--- src/rtl/muldiv_unit.sv ---
// rtl/muldiv_unit.sv - Multi-cycle RV32M multiply/divide execute unit
//
// Ports:
//   clk, rst                      clock, synchronous active-high reset
//   flush                         abort in-flight op / discard pending result
//   in_valid, in_ready            request handshake
//   in0, in1, op, in_tag          operands, M-extension opcode, destination tag
//   out_valid, out_ready          result handshake
//   out, out_tag                  result and its destination tag
//   busy                          high whenever the unit is not idle
//
// Optional feature macro: MULDIV_FAST_MUL_EN
//   defined   - multiplies use one combinational WIDTH x WIDTH product
//   undefined - multiplies use the iterative shift-add path

module muldiv_unit #(
    parameter int WIDTH = 32,
    parameter int TAG_W = 5
) (
    input  logic             clk,
    input  logic             rst,
    input  logic             flush,
    input  logic             in_valid,
    output logic             in_ready,
    input  logic [WIDTH-1:0] in0,
    input  logic [WIDTH-1:0] in1,
    input  logic [2:0]       op,
    input  logic [TAG_W-1:0] in_tag,
    output logic             out_valid,
    input  logic             out_ready,
    output logic [WIDTH-1:0] out,
    output logic [TAG_W-1:0] out_tag,
    output logic             busy
);

    localparam int CW = $clog2(WIDTH) + 1;

    typedef enum logic [1:0] {
        IDLE = 2'd0,
        CALC = 2'd1,
        DONE = 2'd2
    } state_t;

    state_t state, state_nx;

    // acc: multiply -> {partial product high, multiplier shifting out}
    //      divide   -> {partial remainder, dividend/quotient bits}
    logic [2*WIDTH-1:0] acc;
    logic [WIDTH-1:0]   mreg;      // multiplicand or divisor magnitude
    logic [2:0]         op_r;
    logic [TAG_W-1:0]   tag_r;
    logic               neg_r;     // negate the core result at completion
    logic [CW-1:0]      cnt;

    // ---------------- FSM ----------------
    always_ff @(posedge clk) begin
        if (rst) state <= IDLE;
        else     state <= state_nx;
    end

    always_comb begin
        state_nx  = state;
        in_ready  = 1'b0;
        out_valid = 1'b0;
        busy      = 1'b1;
        case (state)
            IDLE: begin
                in_ready = 1'b1;
                busy     = 1'b0;
                if (in_valid && !flush) state_nx = CALC;
            end
            CALC: begin
                if (flush)            state_nx = IDLE;
                else if (cnt == '0)   state_nx = DONE;
            end
            DONE: begin
                out_valid = 1'b1;
                if (flush || out_ready) state_nx = IDLE;
            end
            default: state_nx = IDLE;
        endcase
    end

    // ---------------- accept-side decode ----------------
    logic             s0, s1, div_zero, div_ovf, neg_in;
    logic [WIDTH-1:0] mag0, mag1;

    always_comb begin
        s0       = ((op == 3'd1) || (op == 3'd2) || (op == 3'd4) || (op == 3'd6)) && in0[WIDTH-1];
        s1       = ((op == 3'd1) || (op == 3'd4) || (op == 3'd6)) && in1[WIDTH-1];
        mag0     = s0 ? -in0 : in0;
        mag1     = s1 ? -in1 : in1;
        div_zero = op[2] && (in1 == '0);
        div_ovf  = ((op == 3'd4) || (op == 3'd6)) &&
                   (in0 == {1'b1, {(WIDTH-1){1'b0}}}) && (in1 == '1);
        // Remainder follows the dividend; products and quotients use the XOR.
        neg_in   = (op == 3'd6) ? s0 : (s0 ^ s1);
    end

    // ---------------- iteration step ----------------
    logic [WIDTH:0]     mul_sum, div_rs, div_diff;
    logic               div_ge;
    logic [2*WIDTH-1:0] acc_step;

    always_comb begin
        mul_sum  = {1'b0, acc[2*WIDTH-1:WIDTH]} + {1'b0, (acc[0] ? mreg : {WIDTH{1'b0}})};
        div_rs   = {acc[2*WIDTH-1:WIDTH], acc[WIDTH-1]};
        div_diff = div_rs - {1'b0, mreg};
        div_ge   = !div_diff[WIDTH];
        if (op_r[2])
            acc_step = {(div_ge ? div_diff[WIDTH-1:0] : div_rs[WIDTH-1:0]),
                        acc[WIDTH-2:0], div_ge};
        else
            acc_step = {mul_sum, acc[WIDTH-1:1]};
    end

    // ---------------- completion ----------------
    logic [2*WIDTH-1:0] core, mul_full;
    logic [WIDTH-1:0]   div_sel, result;

    always_comb begin
`ifdef MULDIV_FAST_MUL_EN
        core = op_r[2] ? acc
                       : ({{WIDTH{1'b0}}, acc[WIDTH-1:0]} * {{WIDTH{1'b0}}, mreg});
`else
        core = acc;
`endif
        mul_full = neg_r ? -core : core;
        div_sel  = ((op_r == 3'd4) || (op_r == 3'd5)) ? core[WIDTH-1:0]
                                                      : core[2*WIDTH-1:WIDTH];
        if (op_r[2])
            result = neg_r ? -div_sel : div_sel;
        else if (op_r == 3'd0)
            result = mul_full[WIDTH-1:0];
        else
            result = mul_full[2*WIDTH-1:WIDTH];
    end

    // ---------------- datapath ----------------
    always_ff @(posedge clk) begin
        if (rst) begin
            acc     <= '0;
            mreg    <= '0;
            op_r    <= '0;
            tag_r   <= '0;
            neg_r   <= 1'b0;
            cnt     <= '0;
            out     <= '0;
            out_tag <= '0;
        end else begin
            case (state)
                IDLE: begin
                    if (in_valid && !flush) begin
                        op_r  <= op;
                        tag_r <= in_tag;
                        neg_r <= neg_in;
                        cnt   <= CW'(WIDTH);
                        if (div_zero) begin
                            // Raw values already are the final answer: no negation.
                            acc   <= {in0, {WIDTH{1'b1}}};
                            neg_r <= 1'b0;
                            cnt   <= '0;
                        end else if (div_ovf) begin
                            acc   <= {{WIDTH{1'b0}}, in0};
                            neg_r <= 1'b0;
                            cnt   <= '0;
                        end else if (op[2]) begin
                            acc  <= {{WIDTH{1'b0}}, mag0};
                            mreg <= mag1;
                        end else begin
                            acc  <= {{WIDTH{1'b0}}, mag1};
                            mreg <= mag0;
`ifdef MULDIV_FAST_MUL_EN
                            cnt  <= '0;
`endif
                        end
                    end
                end
                CALC: begin
                    if (cnt != '0) begin
                        acc <= acc_step;
                        cnt <= cnt - 1'b1;
                    end else begin
                        out     <= result;
                        out_tag <= tag_r;
                    end
                end
                default: ;
            endcase
        end
    end

endmodule

--- config.mk ---
export PLATFORM = sky130hd
export DESIGN_NAME = muldiv_unit
export DESIGN_NICKNAME = d
export VERILOG_FILES = /design/src/rtl/muldiv_unit.sv
export SDC_FILE = /design/constraint.sdc
export NUM_CORES = 1
export LEC_CHECK = 0
export CAP_MARGIN = 10
export CORE_MARGIN = 5
export CORE_UTILIZATION = 35
export CTS_CLUSTER_DIAMETER = 30
export CTS_CLUSTER_SIZE = 8
export DETAILED_ROUTE_END_ITERATION = 6
export GPL_TIMING_DRIVEN = 1
export SLEW_MARGIN = 20
export SYNTH_ARGS = -nofsm -noshare
export SYNTH_HDL_FRONTEND = slang
export SYNTH_SLANG_ARGS = --single-unit
--- constraint.sdc ---
create_clock -name clk -period 4.4 [get_ports clk]
set_input_delay 0.88 -clock clk [delete_from_list [all_inputs] [get_ports clk]]
set_output_delay 0.88 -clock clk [all_outputs]
set_load 0.03 [all_outputs]
==> results.toml, run 1 <==
[synth]
synthSimpleGateAreaFrac_pct = 24.37
ys_dominant_reg_cell = "dfxtp_1"
synth_top_area_share_pct = 18.75
synth_fp_nets = 2432
synthesis.area_per_instance_um2 = 7.018
yosys.area.top_type = "dfxtp_1"
syn-instance-count = 2282
synth.yosys.seq_area_share_pct = 18.75
async_flop_share_pct = 0
yosys_register_bits = 150
ys_types = 99
synthesis.area_um2 = 16020
synth_top_family_by_area = "compound AO/OA/AOI/OAI gates"
synth-adder-area-share_pct = 5.797
cell_types_occupying_the_most_area_after_synthesis = "dfxtp_1 (19%), a21oi_1 (7.6%), mux2i_1 (6.3%)"
synth_warnings = 0
synth.mux.area_fraction_pct = 6.820
number_of_synthesized_flops_with_an_enable_pin = 0
complex_gate_fraction_of_the_synthesized_area_pct = 27.77
post_synth_xor_area_fraction_pct = 10.17

[pwr]
switching_power_uw = 2685
worst_ir_drop_vdd_mv = 0.2740
clock_power_share_pct = 24.9
power_per_standard_cell_area_nw_per_um2 = 319.8
swShare_pct = 45.20
internal_power_uw = 3255
sequentialPowerShare_pct = 27.8
p_leak_uw = 0.007277
comb_power_share_pct = 47.3

[sta]
finClkSkew_ns = 0.01783
final_critical_path_setup_slack_ns = 0.2949
rsz0062_at_grt = "false"
report.final.hold_viol_count = 0
post-route-min-period_ns = 4.105
worst_slew_margin_rel_pct = 31.48
setup-tns-final_ns = 0
hold_slack_ns = 0.4513
worst_pin_slew_ns = 1.025
final-max-slew-violation-count = 0
fmax_mhz = 243.6
report.final.setup_viol = 0
post-route-period-util_pct = 93.30

[final_layout]
nets = 2486
num_antenna_cells = 0
fin_area_um2 = 18580
commonest_cells_after_routing_fill_and_taps_aside = "nand2_1 (265), a21oi_1 (244), nor2_1 (228)"
layout-drive-gt1-share_pct = 8.557
nFillCells = 4789
commonest_non_fill_non_tap_cell_in_the_layout = "nand2_1"
area_growth_syn_to_layout_pct = 16.00

[clocking]
clock_latency_ns = 0.50
max-clock-path-buffers = 2
cts_num_sinks = 150
cts_resized = 0
postCtsHoldBufs = 0
cts.reportedPaths.clkPinSlew_ns = 0.08
cts_tree = "yes"
cts_htree_levels = 4
clockRootBuffer = "clkbuf_16"
postCtsSetupRepairBufs = 0
cts_made_buffers = 17

[setup_path]
critPathMaxStageDelay_ns = 0.47
cp_top_family = "compound AO/OA/AOI/OAI gates"
timing.critical_path.buf_inv = 2
crit_path_top_delay_cell = "a221o_1"
timing.critical_path.depth = 14
cell_breakdown_of_the_critical_path = "clkinv_1 -> buf_12 -> nor2_1 -> ha_1 -> a211oi_1 -> o21ai_0 -> a221oi_1 -> a2bb2oi_1 -> o21ai_1 -> a221o_1 -> a311oi_2 -> xnor2_1 -> a221oi_1 -> o32ai_1"
worst_setup_path_start_kind = "flip-flop"
critPathCaptureType = "flip-flop"
crit_path_frequent_cell = "a221oi_1"
worst-endpoint-arrival_ns = 4.46
ff2ff_path_depth = 14
cp_max_fo = 30
timing_worst_setup_path_type = "flip-flop to flip-flop"
critical_path_required_ns = 4.76

[drt]
drt-vias-per-instance = 6.093
routed_wl_um = 72720
drt_first_iter_violations = 2013
first_pass_iters = 6
wl_per_cell_um = 24.66
dr_total_vias = 17970
detail_route.drc_violations = 0
antenna_violating_nets_left = 0

[min_path]
whs_path_depth = 2
min-delay-path-class = "flip-flop to flip-flop"

[outcome]
status = "finished clean"

[floorplanning]
core_area_um2 = 45280
floorplan.die_area_um2 = 50140
dieHeight_um = 223.9
placementRows = 78
io_pins = 117
die_width_um = 223.9
initial_core_util_pct = 35.37

[global_route]
grt_pass1_vias = 16810
global_route_wire_length_before_repair_um = 108100
grt_max_degree = 80
grt_usage_pct = 28.05
globalRouteOverflowTotal = 0
antenna_found_initial = 0

[placement]
preCtsSetupSlack_ns = 0.1341
place.detailed.hpwl_um = 56150
global_placement_routability_congestion = 1.002
placement.cell_area_um2 = 18020
port-buffer-count = 116

[run]
maxCapViolCount = 0
==> final cells by class <==
class | instances | area (µm²) | area share [%]
multi-input cells | 1881 | 12020 | 64.72
flip-flops and latches | 150 | 3008 | 16.19
repair buffers | 226 | 2017 | 10.86
well taps | 600 | 750.7 | 4.041
clock buffers | 19 | 442.9 | 2.384
inverters | 60 | 225.2 | 1.212
clock inverters | 13 | 110.1 | 0.5927
==> metrics by stage <==
stage / instances / utilization (%) / power (µW)
final: 2949 / 41.03 / 5941
after global placement: 2917 / 39.80 / 4411
after global routing: 2949 / 41.03 / 6223
after CTS: 2949 / 41.03 / 5900
after floorplan: 2282 / - / 3403
after detailed placement: 2917 / 39.80 / 4417
==> worst paths after layout <==
check / startpoint / to / slack [ns]
hold reg to reg: mreg[27] / mreg[27] / 0.45
hold / removal: mreg[27] / mreg[27] / 0.45
setup / recovery: acc[0] / acc[60] / 0.29
setup reg to reg: acc[0] / acc[60] / 0.29
==> power groups by stage <==
stage               sequential [µW]  combinational [µW]  clock, µW
finish                         1650                2810       1480
global route                   1660                3020       1540
CTS                            1640                2760       1500
detailed placement             1670                2750          0
global placement               1670                2740          0
floorplan                      1590                1810          0
==> synth_stat cells, types with 6 or more instances <==
cell	instances
nand2b_1	14
mux2_2	6
buf_2	19
nand3_1	29
a21o_1	37
ha_1	71
o21ai_0	147
and4_1	8
and2_1	9
nor2b_1	13
nand2_1	265
o31ai_1	29
o21bai_1	8
inv_1	59
mux2i_1	101
or4_1	16
a22oi_1	10
o22ai_1	7
or3_1	20
o41ai_1	14
nor4_1	20
dfxtp_1	150
clkbuf_1	147
xnor2_1	108
a21oi_1	244
o21a_1	13
o211ai_1	19
a211o_1	8
a211oi_1	58
nor3_1	89
nor2_1	228
xor2_1	78
a221oi_1	15
or2_2	14
a2111oi_0	7
nand4_1	23
buf_1	17
and3_1	16
a31oi_1	26
==> state kept, by name, indices dropped and copies added (netlist names) <==
signal   flops
state        2
cnt          6
mreg        32
acc         64
out         32
tag_r        5
out_tag      5
neg_r        1
op_r         3
==> metal layers <==
metal / wire [µm] / up-vias / track usage [%]
li1: - / 8348 / -
met5: 0 / - / 0
met1: 32170 / 8612 / 39.32
met4: 3078 / 0 / 10.91
met3: 6022 / 147 / 5.334
met2: 31440 / 860 / 42.63
==> cells by family (layout without fill, tap and decap cells) <==
family / Yosys count / count (layout)
AO/OA/AOI/OAI: 707 / 707
XOR/XNOR: 186 / 186
adder cells (fa/ha/maj): 73 / 73
buffers and inverters: 251 / 318
flip-flops: 150 / 150
multiplexers: 108 / 108
AND/OR/NAND/NOR: 807 / 807
==> worst register-to-register path: stages (launching register included) <==
cell and delay (ns):
dfxtp_1 0.34, clkinv_1 0.23, buf_12 0.26, nor2_1 0.12
ha_1 0.30, a211oi_1 0.31, o21ai_0 0.18, a221oi_1 0.39
a2bb2oi_1 0.20, o21ai_1 0.19, a221o_1 0.47, a311oi_2 0.37
xnor2_1 0.12, a221oi_1 0.32, o32ai_1 0.16
Power figures use the tool's default switching activity.
==> run 2: changes to the inputs <==
--- a/config.mk
+++ b/config.mk
@@ -12,6 +12,7 @@
 export CTS_CLUSTER_SIZE = 8
 export DETAILED_ROUTE_END_ITERATION = 6
 export GPL_TIMING_DRIVEN = 1
+export PLACE_DENSITY = 0.48
 export SLEW_MARGIN = 20
 export SYNTH_ARGS = -nofsm -noshare
 export SYNTH_HDL_FRONTEND = slang
==> run 2 against run 1 <==
Effect of this change:
- sequential share of layout area down 0.20 points
- sequential power down 2%
- critical endpoint is now acc[62]
- the run now ends with DRC left
- first-iteration DRC count shrank 8.1%
- non-clock buffer count grew 27
==> results.toml, run 2 (synthesis results as in run 1) <==
[final_layout]
multiInputGateArea_um2 = 12020
final_core_utilization_pct = 41.53
flip_flop_count_of_the_largest_register_all_copies_and_words_added = 64
num_antenna_cells = 0
commonest_non_fill_non_tap_cell_in_the_layout = "nand2_1"
biggestRegsByFlops = "acc x64, mreg x32, out x32"
layout-drive-gt1-share_pct = 9.638
area_growth_syn_to_layout_pct = 17.43
nFillCells = 4783
largest-register = "acc"
commonest_cells_after_routing_fill_and_taps_aside = "nand2_1 (265), a21oi_1 (244), nor2_1 (228)"
nets = 2513
area.sequential_um2 = 3008

[setup_path]
r2r_setup_slack_ns = 0.31
critical_path_required_ns = 4.77
critPathCaptureType = "flip-flop"
ff2ff_path_depth = 13
worst_setup_path_start_kind = "flip-flop"
worst-endpoint-arrival_ns = 4.46
cp_max_fo = 11
cell_breakdown_of_the_critical_path = "clkinvlp_4 -> nor2_1 -> ha_1 -> a211oi_1 -> o21ai_1 -> a31oi_1 -> a21o_1 -> o21ai_1 -> a221o_1 -> a311oi_2 -> o41ai_1 -> o21ai_0 -> a31oi_1"
crit_path_top_delay_cell = "a221o_1"
critPathMaxStageDelay_ns = 0.45
timing_worst_setup_path_type = "flip-flop to flip-flop"

[placement]
global_placement_routability_congestion = 0.9645
place.detailed.hpwl_um = 57080
preCtsSetupSlack_ns = 0.1760
port-buffer-count = 116

[global_route]
global_route_wire_length_before_repair_um = 108400
antenna_found_initial = 1
grt_pass1_vias = 16680
grt_usage_pct = 28.36
globalRouteOverflowTotal = 0
grt_max_degree = 80

[drt]
drt_first_iter_violations = 1850
drt-vias-per-instance = 5.984
routed_wl_um = 73430
wl_per_cell_um = 24.67
antenna_violating_nets_left = 0
dr_total_vias = 17810
first_pass_iters = 7
detail_route.drc_violations = 2

[clocking]
postCtsSetupRepairBufs = 0
cts.reportedPaths.clkPinSlew_ns = 0.08
cts_tree = "yes"
clockRootBuffer = "clkbuf_16"
cts_num_sinks = 150
cts_made_buffers = 17
max-clock-path-buffers = 2
postCtsHoldBufs = 0
cts_htree_levels = 4
clock_latency_ns = 0.50

[floorplanning]
die_width_um = 223.9
floorplan.die_area_um2 = 50140
dieHeight_um = 223.9
placementRows = 78
core_area_um2 = 45280
io_pins = 117
initial_core_util_pct = 35.37

[sta]
report.final.setup_viol = 0
worst_slew_margin_rel_pct = 35.73
worst_pin_slew_ns = 0.9629
post-route-min-period_ns = 4.089
final-max-slew-violation-count = 0
final_critical_path_setup_slack_ns = 0.3111
rsz0062_at_grt = "false"
report.final.hold_viol_count = 0
fmax_mhz = 244.6
setup-tns-final_ns = 0
finClkSkew_ns = 0.01535
post-route-period-util_pct = 92.93

[outcome]
violations_in_the_final_reports = "DRC"
status = "complete, but fails checks"

[pwr]
worst_ir_drop_vdd_mv = 0.2280
power_per_standard_cell_area_nw_per_um2 = 318.0
p_leak_uw = 0.007415

[min_path]
min-delay-path-class = "flip-flop to flip-flop"
whs_path_depth = 2

[run]
maxCapViolCount = 0
-- run 2: cell types whose count changed in the layout (fill, tap and decap cells not counted), sizes merged --
cell,delta
clkinvlp,+1
buf,+27
clkinv,-1
clkbuf,-1
inv,+1
-- run 2: worst paths after layout --
path | end | startpoint
worst max register to register | acc[62] | acc[0]
worst max-delay path | acc[62] | acc[0]
worst min-delay path | out[23] | out[23]
worst min register to register | out[23] | out[23]
-- run 2: cell type report --
cell class	instances	share of cell area (%)
Inverter	60	1.217
Sequential cell	150	15.99
Timing Repair Buffer	253	11.87
Multi-Input combinational cell	1881	63.93
Clock inverter	14	0.7119
Clock buffer	18	2.282
Tap cell	600	3.992
-- run 2: critical path, delay by kind of cell, from the launching register on --
kind | cells | cell delay [ns]
AO/OA/AOI/OAI | 10 | 2.63
adder cells (fa/ha/maj) | 1 | 0.29
buffers and inverters | 1 | 0.35
flip-flops | 1 | 0.38
AND/OR/NAND/NOR | 1 | 0.31
-- run 2: repair_timing --
action / CTS / global route
hold endpoints to repair: 0 / 0
resized for setup: 0 / 1
setup endpoints to repair: 0 / 3
-- run 2: where the power goes --
| group | internal, µW | leakage (µW) | total (µW) | switching, µW |
|---|---|---|---|---|
| Combinational | 1060 | 0.00591 | 2870 | 1810 |
| Clock | 746 | 0.000276 | 1500 | 752 |
| Sequential | 1470 | 0.00123 | 1610 | 143 |
| Total | 3280 | 0.00741 | 5980 | 2700 |
-- run 2: stage by stage --
step	area, µm²	instances	hold slack (ns)	total power [µW]
3_5_place_dp	18240	2944	0.4453	4454
2_1_floorplan	16020	2282	0.4319	3403
6_report	18810	2976	0.4523	5981
4_1_cts	18800	2976	0.4577	5967
5_1_grt	18810	2976	0.4679	6297
3_3_place_gp	18240	2944	0.4412	4449
-- run 2: routing by layer --
layer | track usage (%) | vias up | share of wire, %
met2 | 43.23 | 831 | 44
met5 | 0 | - | 0
met3 | 5.543 | 113 | 8.1
met1 | 40.03 | 8440 | 45
met4 | 9.842 | 0 | 3.5
li1 | - | 8425 | -
==> run 3: changes to the inputs <==
--- a/config.mk
+++ b/config.mk
@@ -8,7 +8,7 @@
 export CAP_MARGIN = 10
 export CORE_MARGIN = 5
 export CORE_UTILIZATION = 35
-export CTS_CLUSTER_DIAMETER = 30
+export CTS_CLUSTER_DIAMETER = 60
 export CTS_CLUSTER_SIZE = 8
 export DETAILED_ROUTE_END_ITERATION = 6
 export GPL_TIMING_DRIVEN = 1
==> results of run 3 <==
Final layout, timing and power as in run 2 (identical DEF).
